$ cat src/rtl/mmix_mem_pkg.sv
// Shared types for the MMIX memory responder: access sizes, responder states,
// big-endian lane constants and the size-alignment helper.
package mmix_mem_pkg;

  localparam int unsigned TETRA_W = 32;
  localparam int unsigned OCTA_W  = 64;
  localparam int unsigned LANES   = 4;

  typedef enum logic [1:0] {
    MEM_BYTE  = 2'd0,
    MEM_WYDE  = 2'd1,
    MEM_TETRA = 2'd2,
    MEM_OCTA  = 2'd3
  } mem_size_e;

  typedef enum logic [2:0] {
    IDLE,
    RD_HI,
    RD_HI_WAIT,
    RD_LO,
    RD_LO_WAIT,
    WR_HI,
    WR_LO,
    DONE
  } resp_state_e;

  // Byteenable bit 3 is the lowest byte address (MSB lane of the tetra).
  localparam logic [LANES-1:0] BE_BYTE0   = 4'b1000;
  localparam logic [LANES-1:0] BE_WYDE_HI = 4'b1100;
  localparam logic [LANES-1:0] BE_WYDE_LO = 4'b0011;
  localparam logic [LANES-1:0] BE_ALL     = 4'b1111;

  function automatic logic [OCTA_W-1:0] align_addr(input logic [OCTA_W-1:0] addr,
                                                   input mem_size_e size);
    case (size)
      MEM_BYTE:  return addr;
      MEM_WYDE:  return {addr[OCTA_W-1:1], 1'b0};
      MEM_TETRA: return {addr[OCTA_W-1:2], 2'b00};
      default:   return {addr[OCTA_W-1:3], 3'b000};
    endcase
  endfunction

endpackage

$ cat src/rtl/mem_lane_align.sv
// Big-endian lane mapping for one tetra: byteenables, replicated write data and
// right-justified read extraction for a given size and in-tetra offset.
module mem_lane_align
  import mmix_mem_pkg::*;
(
  input  mem_size_e            size,
  input  logic [1:0]           offset,
  input  logic [TETRA_W-1:0]   wr_src,
  input  logic [TETRA_W-1:0]   rd_tetra,
  output logic [LANES-1:0]     byteenable_c,
  output logic [TETRA_W-1:0]   wr_tetra_c,
  output logic [TETRA_W-1:0]   rd_data_c
);

  always_comb begin
    byteenable_c = BE_ALL;
    wr_tetra_c   = wr_src;
    rd_data_c    = rd_tetra;
    case (size)
      MEM_BYTE: begin
        byteenable_c = BE_BYTE0 >> offset;
        wr_tetra_c   = {4{wr_src[7:0]}};
        rd_data_c    = TETRA_W'(8'(rd_tetra >> {~offset, 3'b000}));
      end
      MEM_WYDE: begin
        byteenable_c = offset[1] ? BE_WYDE_LO : BE_WYDE_HI;
        wr_tetra_c   = {2{wr_src[15:0]}};
        rd_data_c    = offset[1] ? {16'h0, rd_tetra[15:0]} : {16'h0, rd_tetra[31:16]};
      end
      default: ;
    endcase
  end

endmodule

$ cat src/rtl/mmix_mem_responder.sv
// Converts MMIX byte/wyde/tetra/octa load-store requests into 32-bit Avalon-MM
// cycles. Optional range fault on upper address bits: MMIX_MEM_RANGE_CHECK_EN.
module mmix_mem_responder
  import mmix_mem_pkg::*;
#(
  parameter int unsigned ADDR_W       = 23,
  parameter int unsigned READ_TO_DONE = 1
) (
  input  logic                clk,
  input  logic                reset,
  input  logic [OCTA_W-1:0]   mem_address,
  input  logic [1:0]          mem_datasize,
  input  logic                mem_read,
  input  logic                mem_write,
  input  logic [OCTA_W-1:0]   mem_writedata,
  output logic [OCTA_W-1:0]   mem_readdata,
  output logic                mem_done,
  output logic                mem_error,
  output logic [31:0]         bus_address,
  output logic                bus_read,
  output logic                bus_write,
  output logic [LANES-1:0]    bus_byteenable,
  output logic [TETRA_W-1:0]  bus_writedata,
  input  logic [TETRA_W-1:0]  bus_readdata,
  input  logic                bus_readdatavalid,
  input  logic                bus_waitrequest
);

  resp_state_e          state, nxt;
  logic [ADDR_W-1:0]    addr_q, addr_d;
  mem_size_e            size_q, size_d;
  logic [TETRA_W-1:0]   wdata_q, wdata_d;
  logic                 err_q, err_d;
  logic                 cnt_q, cnt_d;

  logic [OCTA_W-1:0]    rdata_d;
  logic [31:0]          bus_address_d;
  logic                 bus_read_d, bus_write_d;
  logic [LANES-1:0]     be_d;
  logic [TETRA_W-1:0]   bwd_d;
  logic                 done_d, error_d;

  logic                 req_c;
  mem_size_e            req_size_c;
  logic [OCTA_W-1:0]    req_aligned_c;
  logic                 range_err_c;
  logic [31:0]          lo_addr_c;

  mem_size_e            la_size;
  logic [1:0]           la_off;
  logic [TETRA_W-1:0]   la_wsrc;
  logic [LANES-1:0]     la_be_c;
  logic [TETRA_W-1:0]   la_wr_c;
  logic [TETRA_W-1:0]   la_rd_c;

  assign req_c         = mem_read | mem_write;
  assign req_size_c    = mem_size_e'(mem_datasize);
  assign req_aligned_c = align_addr(mem_address, req_size_c);
  assign lo_addr_c     = 32'({addr_q[ADDR_W-1:2] + (ADDR_W-2)'(1), 2'b00});

`ifdef MMIX_MEM_RANGE_CHECK_EN
  // Bit 63 is the kernel-space flag and never faults.
  assign range_err_c = |req_aligned_c[OCTA_W-2:ADDR_W];
`else
  assign range_err_c = 1'b0;
`endif

  // In IDLE the lanes are computed from the incoming request so the first
  // command can be registered on the sampling edge.
  always_comb begin
    if (state == IDLE) begin
      la_size = req_size_c;
      la_off  = req_aligned_c[1:0];
      la_wsrc = (req_size_c == MEM_OCTA) ? mem_writedata[63:32] : mem_writedata[31:0];
    end else begin
      la_size = size_q;
      la_off  = addr_q[1:0];
      la_wsrc = wdata_q;
    end
  end

  mem_lane_align u_lane (
    .size         (la_size),
    .offset       (la_off),
    .wr_src       (la_wsrc),
    .rd_tetra     (bus_readdata),
    .byteenable_c (la_be_c),
    .wr_tetra_c   (la_wr_c),
    .rd_data_c    (la_rd_c)
  );

  always_comb begin
    nxt           = state;
    addr_d        = addr_q;
    size_d        = size_q;
    wdata_d       = wdata_q;
    err_d         = err_q;
    cnt_d         = cnt_q;
    rdata_d       = mem_readdata;
    bus_address_d = bus_address;
    bus_read_d    = bus_read;
    bus_write_d   = bus_write;
    be_d          = bus_byteenable;
    bwd_d         = bus_writedata;
    done_d        = 1'b0;
    error_d       = 1'b0;

    case (state)
      IDLE: begin
        if (req_c) begin
          addr_d  = req_aligned_c[ADDR_W-1:0];
          size_d  = req_size_c;
          wdata_d = mem_writedata[31:0];
          err_d   = range_err_c;
          rdata_d = '0;
          if (range_err_c) begin
            nxt = DONE;
          end else begin
            bus_address_d = 32'({req_aligned_c[ADDR_W-1:2], 2'b00});
            be_d          = la_be_c;
            bwd_d         = la_wr_c;
            if (mem_read) begin
              bus_read_d = 1'b1;
              nxt        = RD_HI;
            end else begin
              bus_write_d = 1'b1;
              nxt         = WR_HI;
            end
          end
        end
      end
      RD_HI: begin
        if (!bus_waitrequest) begin
          bus_read_d = 1'b0;
          nxt        = RD_HI_WAIT;
        end
      end
      RD_HI_WAIT: begin
        if (bus_readdatavalid) begin
          if (size_q == MEM_OCTA) begin
            rdata_d[63:32] = la_rd_c;
            bus_read_d     = 1'b1;
            bus_address_d  = lo_addr_c;
            nxt            = RD_LO;
          end else begin
            rdata_d = {32'h0, la_rd_c};
            nxt     = DONE;
          end
        end
      end
      RD_LO: begin
        if (!bus_waitrequest) begin
          bus_read_d = 1'b0;
          nxt        = RD_LO_WAIT;
        end
      end
      RD_LO_WAIT: begin
        if (bus_readdatavalid) begin
          rdata_d[31:0] = la_rd_c;
          nxt           = DONE;
        end
      end
      WR_HI: begin
        if (!bus_waitrequest) begin
          if (size_q == MEM_OCTA) begin
            bus_address_d = lo_addr_c;
            bwd_d         = la_wr_c;
            nxt           = WR_LO;
          end else begin
            bus_write_d = 1'b0;
            nxt         = DONE;
          end
        end
      end
      WR_LO: begin
        if (!bus_waitrequest) begin
          bus_write_d = 1'b0;
          nxt         = DONE;
        end
      end
      DONE: begin
        if (!cnt_q) nxt = IDLE;
        else        cnt_d = 1'b0;
      end
      default: nxt = IDLE;
    endcase

    // DONE lasts READ_TO_DONE cycles; mem_done marks the last of them.
    if (nxt == DONE && state != DONE) cnt_d = 1'(READ_TO_DONE - 1);
    done_d  = (nxt == DONE) && !cnt_d;
    error_d = done_d && err_d;
  end

  always_ff @(posedge clk) begin
    if (reset) begin
      state          <= IDLE;
      addr_q         <= '0;
      size_q         <= MEM_BYTE;
      wdata_q        <= '0;
      err_q          <= 1'b0;
      cnt_q          <= 1'b0;
      mem_readdata   <= '0;
      mem_done       <= 1'b0;
      mem_error      <= 1'b0;
      bus_address    <= '0;
      bus_read       <= 1'b0;
      bus_write      <= 1'b0;
      bus_byteenable <= '0;
      bus_writedata  <= '0;
    end else begin
      state          <= nxt;
      addr_q         <= addr_d;
      size_q         <= size_d;
      wdata_q        <= wdata_d;
      err_q          <= err_d;
      cnt_q          <= cnt_d;
      mem_readdata   <= rdata_d;
      mem_done       <= done_d;
      mem_error      <= error_d;
      bus_address    <= bus_address_d;
      bus_read       <= bus_read_d;
      bus_write      <= bus_write_d;
      bus_byteenable <= be_d;
      bus_writedata  <= bwd_d;
    end
  end

endmodule

$ cat config.mk
export PLATFORM = sky130hd
export DESIGN_NAME = mmix_mem_responder
export DESIGN_NICKNAME = d
export VERILOG_FILES = /design/src/rtl/mmix_mem_pkg.sv /design/src/rtl/mem_lane_align.sv /design/src/rtl/mmix_mem_responder.sv
export SDC_FILE = /design/constraint.sdc
export NUM_CORES = 1
export LEC_CHECK = 0
export CORE_UTILIZATION = 46
export DETAILED_ROUTE_END_ITERATION = 8
export GPL_TIMING_DRIVEN = 1
export PLACE_DENSITY = 0.8
export SLEW_MARGIN = 0
export SYNTH_ARGS = -nofsm -noshare
export SYNTH_HDL_FRONTEND = slang
export SYNTH_HIERARCHICAL = 1
export SYNTH_SLANG_ARGS = --single-unit
$ cat constraint.sdc
create_clock -name clk -period 3.1 [get_ports clk]
set_input_delay 0.31 -clock clk [delete_from_list [all_inputs] [get_ports clk]]
set_output_delay 0.31 -clock clk [all_outputs]
set_load 0.005 [all_outputs]
==> results of run 1 <==
placed cells by master (no fill, tap or decap), drive strengths merged, types with 11 or more instances in the layout:
master / netlist / final
conb: 1 / 11
xnor2: 11 / 11
a22o: 16 / 16
mux2i: 48 / 48
and2: 18 / 18
clkbuf: 61 / 19
mux2: 17 / 17
a211o: 12 / 12
dfxtp: 187 / 187
nand3: 49 / 49
buf: 49 / 30
a21oi: 179 / 179
clkdlybuf4s50: 0 / 250
a22oi: 32 / 32
o21ai: 12 / 12
nor2: 104 / 104
inv: 7 / 15
nand2: 265 / 265
metrics by stage:
| stage | cells | total power [mW] | setup slack [ps] |
|---|---|---|---|
| 4_1_cts | 1647 | 11.8 | 553 |
| 5_1_grt | 1648 | 12.6 | 351 |
| 3_3_place_gp | 1615 | 9.52 | 575 |
| 3_5_place_dp | 1615 | 9.63 | 523 |
| 2_1_floorplan | 1180 | 7.36 | 751 |
| 6_report | 1648 | 11.8 | 522 |
power by group:
| part | internal (mW) | switching [mW] |
|---|---|---|
| Combinational | 2.56 | 3.63 |
| Sequential | 3.02 | 0.446 |
| Clock | 1.17 | 1.03 |
cell families (layout without fill, tap and decap cells):
family / count (synthesis) / in the layout
compound gates: 292 / 292
flops: 187 / 187
simple gates: 490 / 490
xor+xnor: 17 / 17
buf+inv: 117 / 319
mux: 65 / 65
other cells: 1 / 12
fa+ha+maj: 1 / 1
sequential cells by signal, indices dropped and copies added (netlist names):
| signal | count |
|---|---|
| mem_readdata | 64 |
| bus_writedata | 32 |
| wdata_q | 32 |
| addr_q | 23 |
| bus_address | 21 |
| bus_byteenable | 4 |
| state | 3 |
| size_q | 2 |
| bus_read | 1 |
| bus_write | 1 |
| cnt_q | 1 |
| err_q | 1 |
| mem_done | 1 |
| mem_error | 1 |
worst paths after layout:
| check | from | slack, ps | cells after the start | to |
|---|---|---|---|---|
| min | reset | 360 | 2 | size_q[0]$_SDFFE_PP0P_ |
| min reg2reg | mem_readdata[12]$_SDFFE_PP0P_ | 450 | 2 | mem_readdata[12]$_SDFFE_PP0P_ |
| max | state[2]$_SDFF_PP0_ | 520 | 9 | mem_readdata[36]$_SDFFE_PP0P_ |
| max reg2reg | state[2]$_SDFF_PP0_ | 520 | 9 | mem_readdata[36]$_SDFFE_PP0P_ |
layout make-up:
| class | instances | share of cell area (%) |
|---|---|---|
| Antenna cell | 1 | 0.0202 |
| Clock buffer | 19 | 3.57 |
| Clock inverter | 13 | 1.19 |
| Multi-Input combinational cell | 876 | 39.7 |
| Inverter | 7 | 0.232 |
| Tap cell | 265 | 2.68 |
| Timing Repair Buffer | 280 | 22.4 |
| Sequential cell | 187 | 30.2 |
layer usage:
layer	vias to the layer above	part of all wire [%]	routed length [um]	global-route usage, %
met1	4257	41	11400	34.2
met2	421	48	13500	45.2
met3	50	7.6	2120	5.30
li1	4420	-	-	-
met5	-	0	0	0
met4	0	2.9	818	10.5
==> reports/metrics.cfg, run 1 <==
[clock_network]
cts_root_buffer = clkbuf_16
cts_buffer_depth = 2
cts_setup_buffers = 0
htreeDepth = 4
cts_resized = 0
cts.sinks = 187
numCtsBuffers = 17
hold_buffers = 0
path_clk_slew_ps = 70
clk_latency_ps = 440
cts_tree = built

[power]
power_density_nw_per_um2 = 956
p_leak_nw = 4.62
ir_drop_mv = 0.589

[placed_design]
hpwlAfterDp_um = 19800
numPortBuffers = 251
gp_congestion = 0.900
place_area_um2 = 11800

[timing]
finalCritPeriodShare_pct = 83.2
drv_slew = 0
relSlewSlack_pct = 50.4
setup_viol_count_final = 0
timing.hold.ws_ps = 355
final_hold_viol_count = 0
rsz0062_at_grt = no
fmax_mhz = 388
fin_crit_ps = 2580
tightest_slew_ps = 744
setup_tns_ps = 0
finClkSkew_ps = 16.0

[routing]
drcViolationCount = 0
route.vias.total = 9148
drtIter0Drc = 712
ant_nets = 0
routed_wl_um = 27800
drt-pass1-iter-count = 6
wire_per_inst_um = 16.8
via_per_inst = 5.55

[worst_setup_path]
slowest_delay_ps = 400
cp_cell_sequence = buf_4 -> nor3_4 -> nand2_1 -> nand2_1 -> or3_1 -> nor2_1 -> a221o_1 -> a22oi_1 -> nor2_1
worst_ep_required_time_ps = 3400
worst-setup-path-type = register to register
arrival_ps = 2870
cp_slowest_cell = dfxtp_1
path_delay_family = simple AND/OR/NAND/NOR gates
startpoint_type = register
worst_setup_path_end_kind = register
crit_fanout = 11
cp_num_buf_inv = 1

[synthesis]
synth_fa_ha_area_share_pct = 0.137
synth.mux.area_fraction_pct = 7.34
netlist_instances = 1170
synth_async_sr_flop_share_pct = 0
synth_compound_area_share_pct = 19.8
yosysTopAreaCell = dfxtp_1
synth_seq_cells = 187
synth_xor_area_share_pct = 1.63
ys.flop_type = dfxtp_1
synth_edf_count = 0
syn_area_per_cell_um2 = 7.82
ys_seq_area_share_pct = 40.9
synthMostInstantiatedCell = nand2_1
synth_common_cells = nand2_1, dfxtp_1, a21oi_1, nor2_1, clkbuf_1
synth_top_cell_area_share_pct = 40.9
ys_warn_count = 6
ys_types = 71
yosys.area_share.simple_pct = 23.8
netlist_area_um2 = 9150
synth_top_family_by_area = simple AND/OR/NAND/NOR gates
synth_area_leaders = dfxtp_1, nand2_1, a21oi_1, mux2i_1, nor2_1

[floorplan]
die_width_um = 143
num_rows = 51
die_height_um = 143
die-area_um2 = 20500
io_pins = 304
start_util_pct = 47.0
core_area_um2 = 19500

[global_route]
grt_pass1_vias = 8532
grtUsageTotal_pct = 27.1
antenna_found_initial = 1
grt_max_degree = 73
grt_overflow = 0
grt_pass1_wl_um = 43500

[min_path]
hold_class = input port to register

[run_status]
status = completed

[finish]
nFillCells = 1657
drive_gt1_share_pct = 6.44
final_nets = 1538
fin_util_pct = 63.7
multi_input_area_um2 = 4920
design_area_um2 = 12400
ff_latch_area_um2 = 3740
area_growth_pct = 35.4

[job]
cap_violations = 0

Power figures use the tool's default switching activity.
==> inputs of run 2 (changes only) <==
--- a/config.mk
+++ b/config.mk
@@ -5,10 +5,10 @@
 export SDC_FILE = /design/constraint.sdc
 export NUM_CORES = 1
 export LEC_CHECK = 0
-export CORE_UTILIZATION = 46
+export CORE_UTILIZATION = 42
 export DETAILED_ROUTE_END_ITERATION = 8
 export GPL_TIMING_DRIVEN = 1
-export PLACE_DENSITY = 0.8
+export PLACE_DENSITY = 0.77
 export SLEW_MARGIN = 0
 export SYNTH_ARGS = -nofsm -noshare
 export SYNTH_HDL_FRONTEND = slang
==> constraint.sdc (replaced) <==
create_clock -name clk -period 2.2 [get_ports clk]
set_input_delay 0.22 -clock clk [delete_from_list [all_inputs] [get_ports clk]]
set_output_delay 0.22 -clock clk [all_outputs]
set_load 0.005 [all_outputs]
==> reports/metrics.cfg, run 2 (synthesis gave the netlist of run 1 again) <==
[floorplan]
die-area_um2 = 22400
die_width_um = 150
die_height_um = 150
io_pins = 304
start_util_pct = 43.1
num_rows = 53
core_area_um2 = 21200

[worst_setup_path]
slowest_delay_ps = 440
cp_cell_sequence = inv_2 -> nand2_1 -> nand2_1 -> nand2_1 -> buf_12 -> mux2i_1 -> nor2_1 -> a221o_1 -> a22oi_1 -> nor2_1
reg2reg_from = state[1]$_SDFF_PP0_
reg2reg_depth = 10
startpoint_type = register
worst_setup_path_end_kind = register
worst-setup-path-type = register to register
crit_path_frequent_cell = nand2_1
cp_slowest_cell = dfxtp_1
rrSetupSlack_ps = 140
arrival_ps = 2350
r2r-end = mem_readdata[35]$_SDFFE_PP0P_
crit_fanout = 11
worst_ep_required_time_ps = 2490

[finish]
top_regs = mem_readdata x64, bus_writedata x32, wdata_q x32
final_nets = 1568
final_common_cell = nand2_1
largest_register_ffs = 64
area_growth_pct = 39.8
fin_util_pct = 60.3
mostFrequentLayoutCells = nand2_1, clkdlybuf4s50_1, dfxtp_1, a21oi_1, nor2_1
nFillCells = 1897
regMostFlops = mem_readdata
design_area_um2 = 12800
final_cells = 1689
drive_gt1_share_pct = 8.57

[timing]
rsz0062_at_grt = yes
setup_tns_ps = 0
drv_slew = 0
setup_viol_count_final = 0
final_hold_viol_count = 0
tightest_slew_ps = 858
timing.final.ws_setup_ps = 144
finalCritPeriodShare_pct = 93.4
relSlewSlack_pct = 42.8
fin_crit_ps = 2060
finClkSkew_ps = 11.3
timing.hold.ws_ps = 301
fmax_mhz = 486

[min_path]
hold_class = input port to register
worstHoldStart = reset
hold_path_end = cnt_q$_SDFF_PP0_
whs_path_depth = 3

[global_route]
top_usage_layer = met2
grt_pass1_vias = 8451
antenna_found_initial = 2
grt_util_met3_pct = 6.10
grt_util_met2_pct = 41.5
grtUsageTotal_pct = 25.2
grt_max_degree = 179
grt_overflow = 0
gr-usage-met1_pct = 31.4
grt_pass1_wl_um = 44200

[power]
ir_drop_mv = 0.720
p_leak_nw = 4.81
power_density_nw_per_um2 = 1350
p_total_mw = 17.3

[clock_network]
path_clk_slew_ps = 80
numCtsBuffers = 17
cts_buffer_depth = 2
cts_tree = built
cts.sinks = 187
htreeDepth = 4
clk_latency_ps = 440
cts_root_buffer = clkbuf_16
hold_buffers = 0

[routing]
route.vias.total = 9204
routed_wl_um = 28600
drt-pass1-iter-count = 5
via_per_inst = 5.45
drtIter0Drc = 671
drcViolationCount = 0
ant_nets = 0
wire_per_inst_um = 16.9

[placed_design]
hpwlAfterDp_um = 20100
dp_cells = 1653
gp_congestion = 0.903
place_ws_ps = -81.5
numPortBuffers = 251
place_area_um2 = 12100

[run_status]
status = completed

[job]
cap_violations = 0

[run 2: worst max-delay path: cells and delay by family, from the launching register on]
| kind | cells | cell delay (ps) |
|---|---|---|
| DFF | 1 | 440 |
| muxes | 1 | 200 |
| buffers and inverters | 2 | 250 |
| and+or+nand+nor | 5 | 550 |
| AOI/OAI and AO/OA | 2 | 470 |
[run 2: how the worst max path moves through the flow]
stage                        startpoint                             end  slack, ps  cells past startpoint
CTS                 state[1]$_SDFF_PP0_   mem_readdata[35]$_SDFFE_PP0P_         70                      9
global placement        mem_datasize[1]   mem_readdata[32]$_SDFFE_PP0P_          9                      9
floorplan           state[1]$_SDFF_PP0_   mem_readdata[32]$_SDFFE_PP0P_          8                     11
detailed placement      mem_datasize[1]   mem_readdata[35]$_SDFFE_PP0P_        -80                      9
global route        state[2]$_SDFF_PP0_  bus_writedata[26]$_SDFFE_PP0P_        -10                      9
finish              state[1]$_SDFF_PP0_   mem_readdata[35]$_SDFFE_PP0P_        140                     10
[run 2: what timing repair did]
item	CTS	global route
resized for setup	1	6
setup endpoints to repair	1	18
cloned	0	1
setup buffers	0	1
pin swaps	0	2
[run 2: layout make-up]
cell class	count	area [um^2]	area share (%)
clock buffers	18	429	3.35
diodes	2	5.00	0.0391
repair buffers	310	3150	24.6
clock inverters	14	151	1.18
flip-flops and latches	187	3740	29.3
well taps	275	344	2.69
multi-input cells	876	4940	38.6
inverters	7	28.8	0.225
[run 2: routing by layer]
| metal | wire (um) | vias to the layer above |
|---|---|---|
| met5 | 0 | - |
| met4 | 963 | 0 |
| met3 | 2080 | 60 |
| met2 | 13600 | 372 |
| met1 | 12000 | 4287 |
| li1 | - | 4485 |
[run 2: report_power, final]
part           internal (mW)  switching, mW  leakage [nW]
clock                   1.53           1.51         0.282
combinational           4.13           5.26          3.00
sequential              4.26          0.570          1.52
total                   9.91           7.35          4.81
==> inputs of run 3 (changes only) <==
--- a/config.mk
+++ b/config.mk
@@ -5,6 +5,7 @@
 export SDC_FILE = /design/constraint.sdc
 export NUM_CORES = 1
 export LEC_CHECK = 0
+export CORE_ASPECT_RATIO = 1.2
 export CORE_UTILIZATION = 42
 export DETAILED_ROUTE_END_ITERATION = 8
 export GPL_TIMING_DRIVEN = 1
==> reports/metrics.cfg, run 3 (synthesis gave the netlist of run 1 again) <==
[power]
p_total_mw = 17.7
p_leak_nw = 4.91
ir_drop_mv = 0.629
power_density_nw_per_um2 = 1370

[timing]
relSlewSlack_pct = 64.4
setup_viol_count_final = 0
drv_slew = 0
finClkSkew_ps = 11.7
fin_crit_ps = 2150
setup_tns_ps = 0
final_hold_viol_count = 0
rsz0062_at_grt = yes
fmax_mhz = 464
tightest_slew_ps = 533
finalCritPeriodShare_pct = 97.9

[finish]
drive_gt1_share_pct = 10.4
n_antenna_cell = 0
final_common_cell = nand2_1
largest_register_ffs = 64
nFillCells = 1859
regMostFlops = mem_readdata
mostFrequentLayoutCells = nand2_1, clkdlybuf4s50_1, dfxtp_1, a21oi_1, nor2_1
area_growth_pct = 41.8
top_regs = mem_readdata x64, bus_writedata x32, wdata_q x32
final_nets = 1585
fin_util_pct = 61.2

[worst_setup_path]
worst_setup_path_end_kind = register
rrSetupSlack_ps = 50
crit_path_frequent_cell = a21oi_1
reg2reg_depth = 9
slowest_delay_ps = 430
startpoint = state[1]$_SDFF_PP0_
crit_fanout = 21
startpoint_type = register
cp_slowest_cell = a21oi_1
reg2reg_from = state[1]$_SDFF_PP0_
r2r-end = bus_writedata[30]$_SDFFE_PP0P_
cp_num_buf_inv = 2
worst_ep_required_time_ps = 2570
cp_cell_sequence = nor3_4 -> buf_4 -> buf_6 -> nor2_1 -> a21oi_1 -> mux2i_1 -> o21ai_1 -> nand2_1 -> a21oi_1
arrival_ps = 2520
path_delay_family = compound AO/OA/AOI/OAI gates
worst-setup-path-type = register to register
crit_end = bus_writedata[30]$_SDFFE_PP0P_
crit_cells = 9

[global_route]
antenna_found_initial = 0
grtUsageTotal_pct = 25.4
grt_pass1_wl_um = 43900
grt_overflow = 0
grt_pass1_vias = 8325
grt_max_degree = 99

[min_path]
hold_class = input port to register

[clock_network]
cts_tree = built
cts_buffer_depth = 2
htreeDepth = 4
clk_latency_ps = 440
numCtsBuffers = 17
path_clk_slew_ps = 70
hold_buffers = 0
cts.sinks = 187
cts_root_buffer = clkbuf_16

[floorplan]
num_rows = 58
start_util_pct = 43.2
core_area_um2 = 21200
die_height_um = 164
die-area_um2 = 22400
io_pins = 304
die_width_um = 137

[placed_design]
hpwlAfterDp_um = 20500
numPortBuffers = 251
gp_congestion = 0.888

[routing]
routed_wl_um = 28700
via_per_inst = 5.48
drtIter0Drc = 704
drt-pass1-iter-count = 5
drcViolationCount = 0
route.vias.total = 9308
ant_nets = 0
wire_per_inst_um = 16.9

[run_status]
status = completed

[job]
cap_violations = 0

[run 3: changes by cell type in the layout (fill, tap and decap cells not counted), moves of 3 or more]
cell       previous run  this run
dfxtp_2               0         3
nand2_2               1         5
dfxtp_1             187       184
nand2_1             263       260
a21oi_1             178       175
bufinv_16             0         3
a21oi_2               1         4
buf_4                44        60
[run 3: through the flow]
step	setup slack, ps	cells	area (um^2)	hold WS (ps)
6_report	46.8	1699	13000	302
5_1_grt	-79.7	1699	13000	334
4_1_cts	47.6	1691	12900	315
3_5_place_dp	-53.9	1659	12200	443
3_3_place_gp	-41.0	1659	12200	438
2_1_floorplan	8.19	1180	9200	356
[run 3: metal layers]
layer | routed length, um | up-vias | part of all wire (%) | track usage, %
li1 | - | 4499 | - | -
met1 | 11500 | 4321 | 40 | 31.1
met2 | 13900 | 419 | 49 | 42.8
met3 | 2230 | 69 | 7.8 | 4.72
met4 | 1000 | 0 | 3.5 | 11.6
met5 | 0 | - | 0 | 0
[run 3: worst register-to-register path: cells and delay by family (launching register included)]
| family | cells | cell delay (ps) |
|---|---|---|
| multiplexers | 1 | 220 |
| AO/OA/AOI/OAI | 3 | 700 |
| AND/OR/NAND/NOR | 3 | 430 |
| flip-flops | 1 | 370 |
| buffers and inverters | 2 | 380 |
[run 3: power by group]
group | internal (mW) | switching (mW) | leakage [nW]
Sequential | 4.26 | 0.583 | 1.52
Clock | 1.83 | 1.44 | 0.296
Combinational | 4.29 | 5.31 | 3.09
[run 3: worst min-delay path by stage]
stage | startpoint | to | slack (ps) | depth (start not counted)
2_1_floorplan | mem_writedata[0] | wdata_q[0]$_SDFFE_PP0P_ | 360 | 2
3_3_place_gp | mem_readdata[24]$_SDFFE_PP0P_ | mem_readdata[24]$_SDFFE_PP0P_ | 440 | 2
3_5_place_dp | mem_readdata[9]$_SDFFE_PP0P_ | mem_readdata[9]$_SDFFE_PP0P_ | 440 | 2
4_1_cts | reset | cnt_q$_SDFF_PP0_ | 310 | 3
5_1_grt | reset | mem_readdata[46]$_SDFFE_PP0P_ | 330 | 3
6_report | reset | mem_readdata[46]$_SDFFE_PP0P_ | 300 | 3
[run 3: cell type report]
cell class | count | area, um^2 | area share [%]
inverter | 7 | 31.3 | 0.241
sequential | 187 | 3750 | 28.9
clock inverter | 13 | 181 | 1.40
tap | 270 | 338 | 2.60
timing repair buffer | 327 | 3290 | 25.3
multi-input combinational | 876 | 4960 | 38.2
clock buffer | 19 | 433 | 3.34
[run 3: repair_timing]
| action | 4_1_cts | 5_1_grt |
|---|---|---|
| setup buffers | 0 | 7 |
| setup endpoints to repair | 3 | 71 |
| resized for setup | 2 | 15 |
| pin swaps | 0 | 9 |
| gates cloned | 0 | 1 |
